File: config.mk
export PLATFORM = sky130hd
export DESIGN_NAME = pwm_multimode_core
export DESIGN_NICKNAME = d
export VERILOG_FILES = /design/src/rtl/pwm_pkg.sv /design/src/rtl/pwm_timebase.sv /design/src/rtl/pwm_multimode_core.sv
export SDC_FILE = /design/constraint.sdc
export NUM_CORES = 1
export LEC_CHECK = 0
export ABC_CLOCK_PERIOD_IN_PS = 2800
export BUFFER_PORTS_ARGS = -buffer_cell sky130_fd_sc_hd__buf_2
export CAP_MARGIN = 20
export CORE_MARGIN = 3
export CORE_UTILIZATION = 55
export DETAILED_ROUTE_END_ITERATION = 12
export HOLD_SLACK_MARGIN = 0.12
export PLACE_DENSITY = 0.73
export SLEW_MARGIN = 10
export SYNTH_ARGS = -nofsm -noshare
export SYNTH_HDL_FRONTEND = slang
export SYNTH_SLANG_ARGS = --single-unit
export TNS_END_PERCENT = 100
File: constraint.sdc
create_clock -name clk -period 2.8 [get_ports clk]
set_input_delay 0.14 -clock clk [delete_from_list [all_inputs] [get_ports clk]]
set_output_delay 0.14 -clock clk [all_outputs]
set_load 0.05 [all_outputs]
File: src/rtl/pwm_pkg.sv
// Register map, CTRL/STATUS bit positions and mode encoding shared by the PWM core.
package pwm_pkg;

  localparam int unsigned ADDR_W = 5;
  localparam int unsigned DATA_W = 32;

  localparam logic [ADDR_W-1:0] ADDR_DVSR   = 5'h00;
  localparam logic [ADDR_W-1:0] ADDR_CTRL   = 5'h01;
  localparam logic [ADDR_W-1:0] ADDR_CH_EN  = 5'h02;
  localparam logic [ADDR_W-1:0] ADDR_INV    = 5'h03;
  localparam logic [ADDR_W-1:0] ADDR_STATUS = 5'h04;
  localparam logic [ADDR_W-1:0] ADDR_DUTY   = 5'h10;

  localparam int unsigned CTRL_EN_BIT     = 0;
  localparam int unsigned CTRL_MODE_BIT   = 1;
  localparam int unsigned CTRL_IRQ_EN_BIT = 2;
  localparam int unsigned STATUS_PD_BIT   = 0;
  localparam int unsigned STATUS_CNT_LSB  = 16;

  typedef enum logic {
    EDGE   = 1'b0,
    CENTER = 1'b1
  } pwm_mode_e;

  typedef struct packed {
    logic      irq_en;
    pwm_mode_e mode;
    logic      en;
  } ctrl_t;

endpackage

File: src/rtl/pwm_timebase.sv
// Prescaler plus edge (up) / center (up-down) period counter with a boundary pulse.
module pwm_timebase
  import pwm_pkg::*;
#(
  parameter int unsigned R = 10
) (
  input  logic              clk,
  input  logic              reset,
  input  logic              en,
  input  pwm_mode_e         mode,
  input  logic [DATA_W-1:0] dvsr,
  output logic [R-1:0]      d,
  output logic              tick,
  output logic              boundary
);

  localparam logic [R-1:0] D_MAX = '1;
  localparam logic [R-1:0] D_ONE = R'(1);

  typedef enum logic {
    DIR_UP   = 1'b0,
    DIR_DOWN = 1'b1
  } dir_e;

  dir_e              dir_q;
  dir_e              dir_next;
  logic [DATA_W-1:0] q;
  logic [DATA_W-1:0] q_next;
  logic [R-1:0]      d_next;

  always_ff @(posedge clk or negedge reset) begin
    if (!reset) begin
      q     <= '0;
      d     <= '0;
      dir_q <= DIR_UP;
    end else begin
      q     <= q_next;
      d     <= d_next;
      dir_q <= dir_next;
    end
  end

  assign tick = en && (q == '0);

  // Disabled timebase parks at the start of a fresh up-counting period.
  always_comb begin
    q_next   = '0;
    d_next   = '0;
    dir_next = DIR_UP;
    boundary = 1'b0;
    if (en) begin
      q_next   = (q >= dvsr) ? '0 : q + DATA_W'(1);
      d_next   = d;
      dir_next = dir_q;
      if (tick) begin
        if (mode == EDGE) begin
          d_next   = d + D_ONE;
          dir_next = DIR_UP;
          boundary = (d == D_MAX);
        end else begin
          case (dir_q)
            DIR_UP: begin
              if (d == D_MAX) begin
                d_next   = d - D_ONE;
                dir_next = DIR_DOWN;
              end else begin
                d_next = d + D_ONE;
              end
            end
            default: begin
              d_next = d - D_ONE;
              if (d == D_ONE) begin
                dir_next = DIR_UP;
                boundary = 1'b1;
              end
            end
          endcase
        end
      end
    end
  end

endmodule

File: src/rtl/pwm_multimode_core.sv
// Multi-channel PWM with register slot, shadowed duties and period-done interrupt.
module pwm_multimode_core
  import pwm_pkg::*;
#(
  parameter int unsigned R = 10,
  parameter int unsigned W = 8
) (
  input  logic              clk,
  input  logic              reset,
  input  logic              cs,
  input  logic              read,
  input  logic              write,
  input  logic [ADDR_W-1:0] addr,
  input  logic [DATA_W-1:0] wr_data,
  output logic [DATA_W-1:0] rd_data,
  output logic [W-1:0]      pwm_out,
  output logic              irq
);

  localparam int unsigned DUTY_W = R + 1;

  logic [DATA_W-1:0] dvsr;
  ctrl_t             ctrl;
  logic [W-1:0]      ch_en;
  logic [W-1:0]      inv;
  logic [DUTY_W-1:0] shadow [W];
  logic [DUTY_W-1:0] active [W];
  pwm_mode_e         active_mode;
  logic              period_done;
  logic              period_done_next_c;
  logic              wr_en_c;
  logic [R-1:0]      d;
  logic              tick;
  logic              boundary;
  logic              unused_c;

  assign wr_en_c  = cs && write;
  assign unused_c = ^{read, tick};

  pwm_timebase #(
    .R (R)
  ) u_timebase (
    .clk      (clk),
    .reset    (reset),
    .en       (ctrl.en),
    .mode     (active_mode),
    .dvsr     (dvsr),
    .d        (d),
    .tick     (tick),
    .boundary (boundary)
  );

  // A boundary wins over a simultaneous write-1-to-clear.
  always_comb begin
    period_done_next_c = period_done;
    if (boundary) begin
      period_done_next_c = 1'b1;
    end else if (wr_en_c && (addr == ADDR_STATUS) && wr_data[STATUS_PD_BIT]) begin
      period_done_next_c = 1'b0;
    end
  end

  always_ff @(posedge clk or negedge reset) begin
    if (!reset) begin
      dvsr        <= '0;
      ctrl        <= '0;
      ch_en       <= '0;
      inv         <= '0;
      active_mode <= EDGE;
      period_done <= 1'b0;
      irq         <= 1'b0;
      pwm_out     <= '0;
      for (int i = 0; i < W; i++) begin
        shadow[i] <= '0;
        active[i] <= '0;
      end
    end else begin
      if (wr_en_c) begin
        case (addr)
          ADDR_DVSR:  dvsr <= wr_data;
          ADDR_CTRL: begin
            ctrl.en     <= wr_data[CTRL_EN_BIT];
            ctrl.mode   <= pwm_mode_e'(wr_data[CTRL_MODE_BIT]);
            ctrl.irq_en <= wr_data[CTRL_IRQ_EN_BIT];
          end
          ADDR_CH_EN: ch_en <= wr_data[W-1:0];
          ADDR_INV:   inv   <= wr_data[W-1:0];
          default: ;
        endcase
        for (int i = 0; i < W; i++) begin
          if (addr == ADDR_DUTY + ADDR_W'(i)) shadow[i] <= wr_data[DUTY_W-1:0];
        end
      end

      // Shadow duties and mode go live only at a period boundary or while stopped.
      if (!ctrl.en || boundary) begin
        active_mode <= ctrl.mode;
        for (int i = 0; i < W; i++) active[i] <= shadow[i];
      end

      for (int i = 0; i < W; i++) begin
        pwm_out[i] <= (ctrl.en && ch_en[i] && ({1'b0, d} < active[i])) ^ inv[i];
      end
      period_done <= period_done_next_c;
      irq         <= period_done_next_c && ctrl.irq_en;
    end
  end

  always_comb begin
    rd_data = '0;
    case (addr)
      ADDR_DVSR:  rd_data = dvsr;
      ADDR_CTRL:  rd_data = DATA_W'(ctrl);
      ADDR_CH_EN: rd_data = DATA_W'(ch_en);
      ADDR_INV:   rd_data = DATA_W'(inv);
      ADDR_STATUS: begin
        rd_data[STATUS_PD_BIT]          = period_done;
        rd_data[STATUS_CNT_LSB +: R]    = d;
      end
      default: begin
        for (int i = 0; i < W; i++) begin
          if (addr == ADDR_DUTY + ADDR_W'(i)) rd_data = DATA_W'(shadow[i]);
        end
      end
    endcase
  end

endmodule

Word-level counts from Yosys, hierarchy flattened. Index checks and enable logic that the tools add are counted.

Bits in registers: 281. Output and inout bits: 41. Word-level logic and storage cells: 135. Bits of input ports: 42.

Add/subtract/negate cells: 3. Bitwise operators: 8. Equal/unequal tests: 15. Reduce and logical (&&, ||, !) cells: 39. Magnitude comparators: 9. Mux-type cells: 32.

Operator list (number): 32-bit two-way mux (9); 10-bit by 11-bit < comparator with 1-bit output (8); 15-bit one-hot mux with 5 select lines (1); 10-bit two-way mux (5); 5-bit == test (second input constant) (8); 32-bit by 1-bit adder with 32-bit output (second input constant) (1); 32-bit >= comparator (1); 32-bit zero test (1); 10-bit one-hot mux with 3 select lines (1); 2-bit AND reduction (12); 1-bit logical AND (21); 1-bit two-way mux (13); 6-bit one-hot mux with 2 select lines (1); 11-bit two-way mux (1); 10-bit by 1-bit adder with 10-bit output (second input constant) (1); 10-bit by 1-bit == test with 1-bit output (second input constant) (1); 10-bit == test (second input constant) (1); 5-bit by 2-bit == test with 1-bit output (second input constant) (2); 10-bit by 1-bit subtractor with 10-bit output (second input constant) (1); 1-bit XOR (8); 5-bit by 1-bit == test with 1-bit output (second input constant) (1); 5-bit by 3-bit == test with 1-bit output (second input constant) (1); 5-bit zero test (1); 1-bit one-hot mux with 5 select lines (1); other kinds (5) (5).

Longest topological paths before layout.
Depth in word-level cells: 10. Gate-level depth with buffers: 11. Mapped depth without buffers: 8.

By module. A second synthesis with hierarchy kept.

Cells, all modules: 1381. Area, all modules: 15411.0 µm².

Modules (own cells, without submodules): pwm_multimode_core (area each 12166.7 µm², times used 1, cells each 994, sequential area each 5955.7 µm²); pwm_timebase (area each 3244.4 µm², times used 1, cells each 387, sequential area each 1076.0 µm²).

Worst setup path after synthesis. OpenSTA, ideal clock, no wires.

Path kind: input-to-output. Start point: input addr[0]. End point: output rd_data[0]. Setup slack: 0.203 ns. Data arrival time: 2.457 ns. Data required time: 2.660 ns. Path buffers: 3. Stages: 6. Path through: buf_2 clkbuf_1 buf_1 o22a_1 nor2_1 o21ai_0.

Longest elaborated chain between the ends: 10.

Ends and longest elaborated chain: start: declaration (RTL line pwm_multimode_core.sv:13) `input logic [ADDR_W-1:0] addr,`; 5-bit == test (RTL line pwm_multimode_core.sv:122) `if (addr == ADDR_DUTY + ADDR_W'(i)) rd_data = DATA_W'(shadow[i]);`; 11-bit two-way mux (RTL line pwm_multimode_core.sv:122); 32-bit two-way mux (7 in series) (RTL line pwm_multimode_core.sv:122); 1-bit one-hot mux with 5 select lines * (RTL line pwm_multimode_core.sv:111) `case (addr)`; end: declaration (RTL line pwm_multimode_core.sv:15) `output logic [DATA_W-1:0] rd_data,`.

Every way passes the cells marked *; elsewhere a longest branch is shown, timed or not.

Worst setup path in the final report.
Start point: register u_timebase.d[1]. End point: register active[63] (netlist bit).

Longest elaborated chain between the ends: 7.

Ends and longest elaborated chain: start: declaration (RTL line pwm_timebase.sv:12) `output logic [R-1:0] d,`; start signal: assignment (RTL line pwm_timebase.sv:38) `d <= d_next;`; 10-bit by 1-bit == test with 1-bit output (RTL line pwm_timebase.sv:72) `if (d == D_ONE) begin`; 1-bit two-way mux (RTL line pwm_timebase.sv:72); 1-bit two-way mux (RTL line pwm_timebase.sv:61) `case (dir_q)`; 1-bit two-way mux * (RTL line pwm_timebase.sv:56) `if (mode == EDGE) begin`; 1-bit two-way mux * (RTL line pwm_timebase.sv:55) `if (tick) begin`; 1-bit two-way mux * (RTL line pwm_timebase.sv:51) `if (en) begin`; 1-bit logical OR * (RTL line pwm_multimode_core.sv:96) `if (!ctrl.en || boundary) begin`; end signal: indexed assignment (RTL line pwm_multimode_core.sv:75) `active[i] <= '0;`; end: declaration (RTL line pwm_multimode_core.sv:27) `logic [DUTY_W-1:0] active [W];`.

Marks and branches as above. A chain may end at the register's enable or synchronous reset.

==> results.txt <==
- Path type of the worst min-delay path: in2reg
* Accumulated negative setup slack: 0 ps
- Top cells by count, synth: sky130_fd_sc_hd__dfrtp_1, sky130_fd_sc_hd__mux2_2, sky130_fd_sc_hd__inv_1
- Dividing total power by cell area gives a power density of ~720 nW/um^2.
- After clock tree synthesis, the clock-pin slew on the worst setup and hold paths is 60 ps.
* Relative slew margins: 0.455
- Share of the core filled with cells: 0.655
* Measured slew at the worst slew-check pin: 814 ps
- CTS placed an instance of sky130_fd_sc_hd__clkbuf_16 at the clock tree root.
- For met3 alone, demand over resource in global routing was 0.0435.
- Setup repair after global routing left no endpoint under its margin.
- Sequential cell area in the final layout: 7030 um^2
- Number of flops mapped to enable cells by yosys: 0
- In the post-synthesis netlist, the cell with the most instances is sky130_fd_sc_hd__dfrtp_1.
* Number of setup buffers added after CTS: 0
* Final antenna-violating net count: 0
* CP startpoint kind: register
- In this run the tool buffered the top-level ports with 81 buffer cells.
- Counting instances, the worst hold path has a depth of 2.
- The number of antenna violations at the first check in global routing was 1.
- Critical path data arrival time: 3000 ps
- Cts repair resizes: 0
- Share of the cycle needed by the critical path after routing: 0.918
* Yosys warning total: 0
* Post-synthesis area per instance: 11.4 um^2
- For this block, the routed nets add up to 41.5 mm of wire.
- Endpoint of the worst register-to-register path: active[63]
* Remaining global-route overflow: 0
- Worst reg2reg path startpoint: u_timebase.d[1]
* Standard cell core area: between 20000 and 30000 um^2
- Global placer's final weighted congestion: 0.930
- Final-layout fill cell count: just over 2000
- The path with the worst hold slack has its endpoint at shadow[13].
- The detailed router placed approximately 11000 vias in this run.
- I/O pin count: 83
- In the final routed layout, each cell accounts on average for 22.0 um.
- For met1 alone, demand over resource in global routing was 0.392.
- In this run the worst path has a maximum fanout of 32.
- Starting DRC count in detailed routing: approximately 1000
- At the end of the flow, the number of nets in the layout was roughly 1600.
- Worst setup path category: reg2reg
- The final-report hold violation count was 0.
- Critical-path cell list: ha_1 -> and4_1 -> nand2_1 -> or3_1 -> a21oi_2 -> nor2_4 -> buf_12 -> mux2_2
- Crit path time final: 2570 ps
- The floorplan has 60 rows.
* Largest net degree at the start of global routing: a little over 80
- Across all hold checks on the routed design, the worst slack comes to 119 ps.
- Number of buffers created by CTS: 30
- Global-route wire length before repair: 65.5 mm
* Flop and latch count out of synthesis: 281
- Number of H-tree branching levels: 1
* HPWL reported at the end of detailed placement: 28.9 mm
- In the routed layout, each cell is associated on average with a via count of slightly above 6.
- Clock Sinks: between 200 and 300
- Synthesis instantiated 56 different standard cells from the library.
* Register-to-register setup slack: 230 ps
- Number of global-route vias before repair: 11500
* Clock latency reported for the late side of the worst-skew pair: between 500 and 600 ps
* Die boundary width: 173 um
* Met2 Track Usage GR: 0.443
- Initial cell density of the core: 0.566
* Most congested layer reported by global routing: met2
* 1st-pass router iterations: 5
* Final setup violation count: 0
- The largest total area in the synthesized netlist belongs to sky130_fd_sc_hd__dfrtp_1.
* Diode insertion count for antenna repair: 0
* Leading register cell type out of synthesis: sky130_fd_sc_hd__dfrtp_1
* CTS tree: built
- Leakage power figure: between 8 and 9 nW
- After detailed routing, the number of remaining DRC violations is 0.
- Largest voltage drop on the vdd net: between 0.6 and 0.7 mV
- Biggest area contributors in the synthesized netlist: sky130_fd_sc_hd__dfrtp_1, sky130_fd_sc_hd__mux2_2, sky130_fd_sc_hd__ha_1
- Achievable frequency: roughly 390 MHz
- Counting cells, the worst reg-to-reg path comes to 8.
- Compared with the post-synthesis result, the final layout area differs by 15.8%.
- Area enclosed by the die boundary: 30000 um^2
* Setup skew after layout: 17.5 ps
- The longest clock path from root to sink contains 3 buffers.
- Number of max-cap violations: 0
* Run status: completed
- Multi-input gate area: 7680 um^2
* Critical path's largest stage delay: 490 ps
- For this design, the CTS-stage hold fixing added 31 buffers.
- Critical Path RT: 3230 ps
- After technology mapping, the gate count stands at 1353.
- For this design, the slowest cell found on the critical path is sky130_fd_sc_hd__dfrtp_1.
- Across every metal layer, demand over resource in global routing totals 0.276.
- In the synthesized netlist the async set-or-reset flop fraction comes to 1.00.
* Share of Yosys cell area claimed by the top area cell type: 0.457
* Synthesized Nets: 1504
* Die Height: 173 um
* Share of final-layout standard cells stronger than drive strength 1: 0.292
- Cell Area, Synth: 15400 um^2
- Hold Crit Start: wr_data[2]
* Sequential-to-total area share from yosys stat: 0.457
* Kind of capture point of the worst setup path: register
- Pins over their slew limit: 0
[registers in the layout, summed over array words and instances, names as in the netlist]
name	count
inv	8
pwm_out	8
dvsr	32
active	88
ch_en	8
period_done	1
u_timebase.d	10
ctrl	3
irq	1
u_timebase.dir_q	1
active_mode	1
shadow	88
u_timebase.q	32
[layer usage]
layer | wire [um] | up-vias | share of wire
met2 | 19000 | 447 | 0.46
met4 | 1040 | 0 | 0.025
li1 | - | 5136 | -
met5 | 0 | - | 0
met3 | 3130 | 72 | 0.075
met1 | 18300 | 5727 | 0.44
[layout by cell type (no fill, tap or decap), drive strengths merged, types with 25 or more instances in the layout]
cell type | synthesis | layout
nand2 | 70 | 70
nand3 | 26 | 26
nor2 | 42 | 42
dfrtp | 281 | 281
ha | 109 | 109
nor3 | 28 | 28
dlygate4sd3 | 0 | 31
a21oi | 79 | 79
inv | 114 | 114
and3 | 25 | 25
o21ai | 34 | 34
mux2 | 236 | 236
buf | 21 | 132
clkbuf | 38 | 42
[worst max-delay path: cells and delay by family, from the launching register on]
kind | cells | cell delay [ps]
compound gates | 1 | 260
fa+ha+maj | 1 | 230
buf+inv | 1 | 210
flops | 1 | 490
mux | 1 | 290
simple gates | 4 | 930
[kinds of logic (layout without fill, tap and decap cells)]
kind of cell,count (synthesis),in the layout,share of synthesized area
AO/OA/AOI/OAI,190,190,0.0757
XOR/XNOR,38,38,0.0216
adder cells (fa/ha/maj),109,109,0.0887
buffers and inverters,173,332,0.0444
flip-flops,281,281,0.457
multiplexers,272,272,0.212
AND/OR/NAND/NOR,290,290,0.100
[through the flow]
stage	instance area, um^2	total power (W)	setup slack (ps)	cells
2_1_floorplan	15400	0.00773	203	1353
3_3_place_gp	16500	0.00869	313	1798
3_5_place_dp	16500	0.00884	286	1798
4_1_cts	17800	0.0129	264	1884
5_1_grt	17800	0.0136	107	1884
6_report	17800	0.0129	229	1884
[final cells by class]
type                       count  area share
inverter                     114      0.0240
clock inverter                13     0.00787
sequential                   281       0.395
timing repair buffer         163      0.0672
tap                          372      0.0261
multi-input combinational    899       0.432
clock buffer                  42      0.0481
[worst max-delay path by stage]
stage | start | endpoint | slack [ps] | cells past startpoint
after floorplan | addr[0] | rd_data[0] | 200 | 6
after global placement | u_timebase.q[0] | active[9] | 310 | 9
after detailed placement | u_timebase.q[0] | active[12] | 290 | 9
after CTS | u_timebase.q[27] | active[16] | 260 | 7
after global routing | u_timebase.d[1] | active[58] | 110 | 8
final | u_timebase.d[1] | active[63] | 230 | 8
[power by group]
group          total, W  leakage [nW]  switching, W  internal [W]
Clock           0.00404         0.501       0.00165       0.00240
Combinational   0.00349          4.37       0.00187       0.00162
Sequential      0.00537          3.75      0.000565       0.00481
Total            0.0129          8.63       0.00408       0.00882
Note: power is estimated with default switching activity, not from simulation.
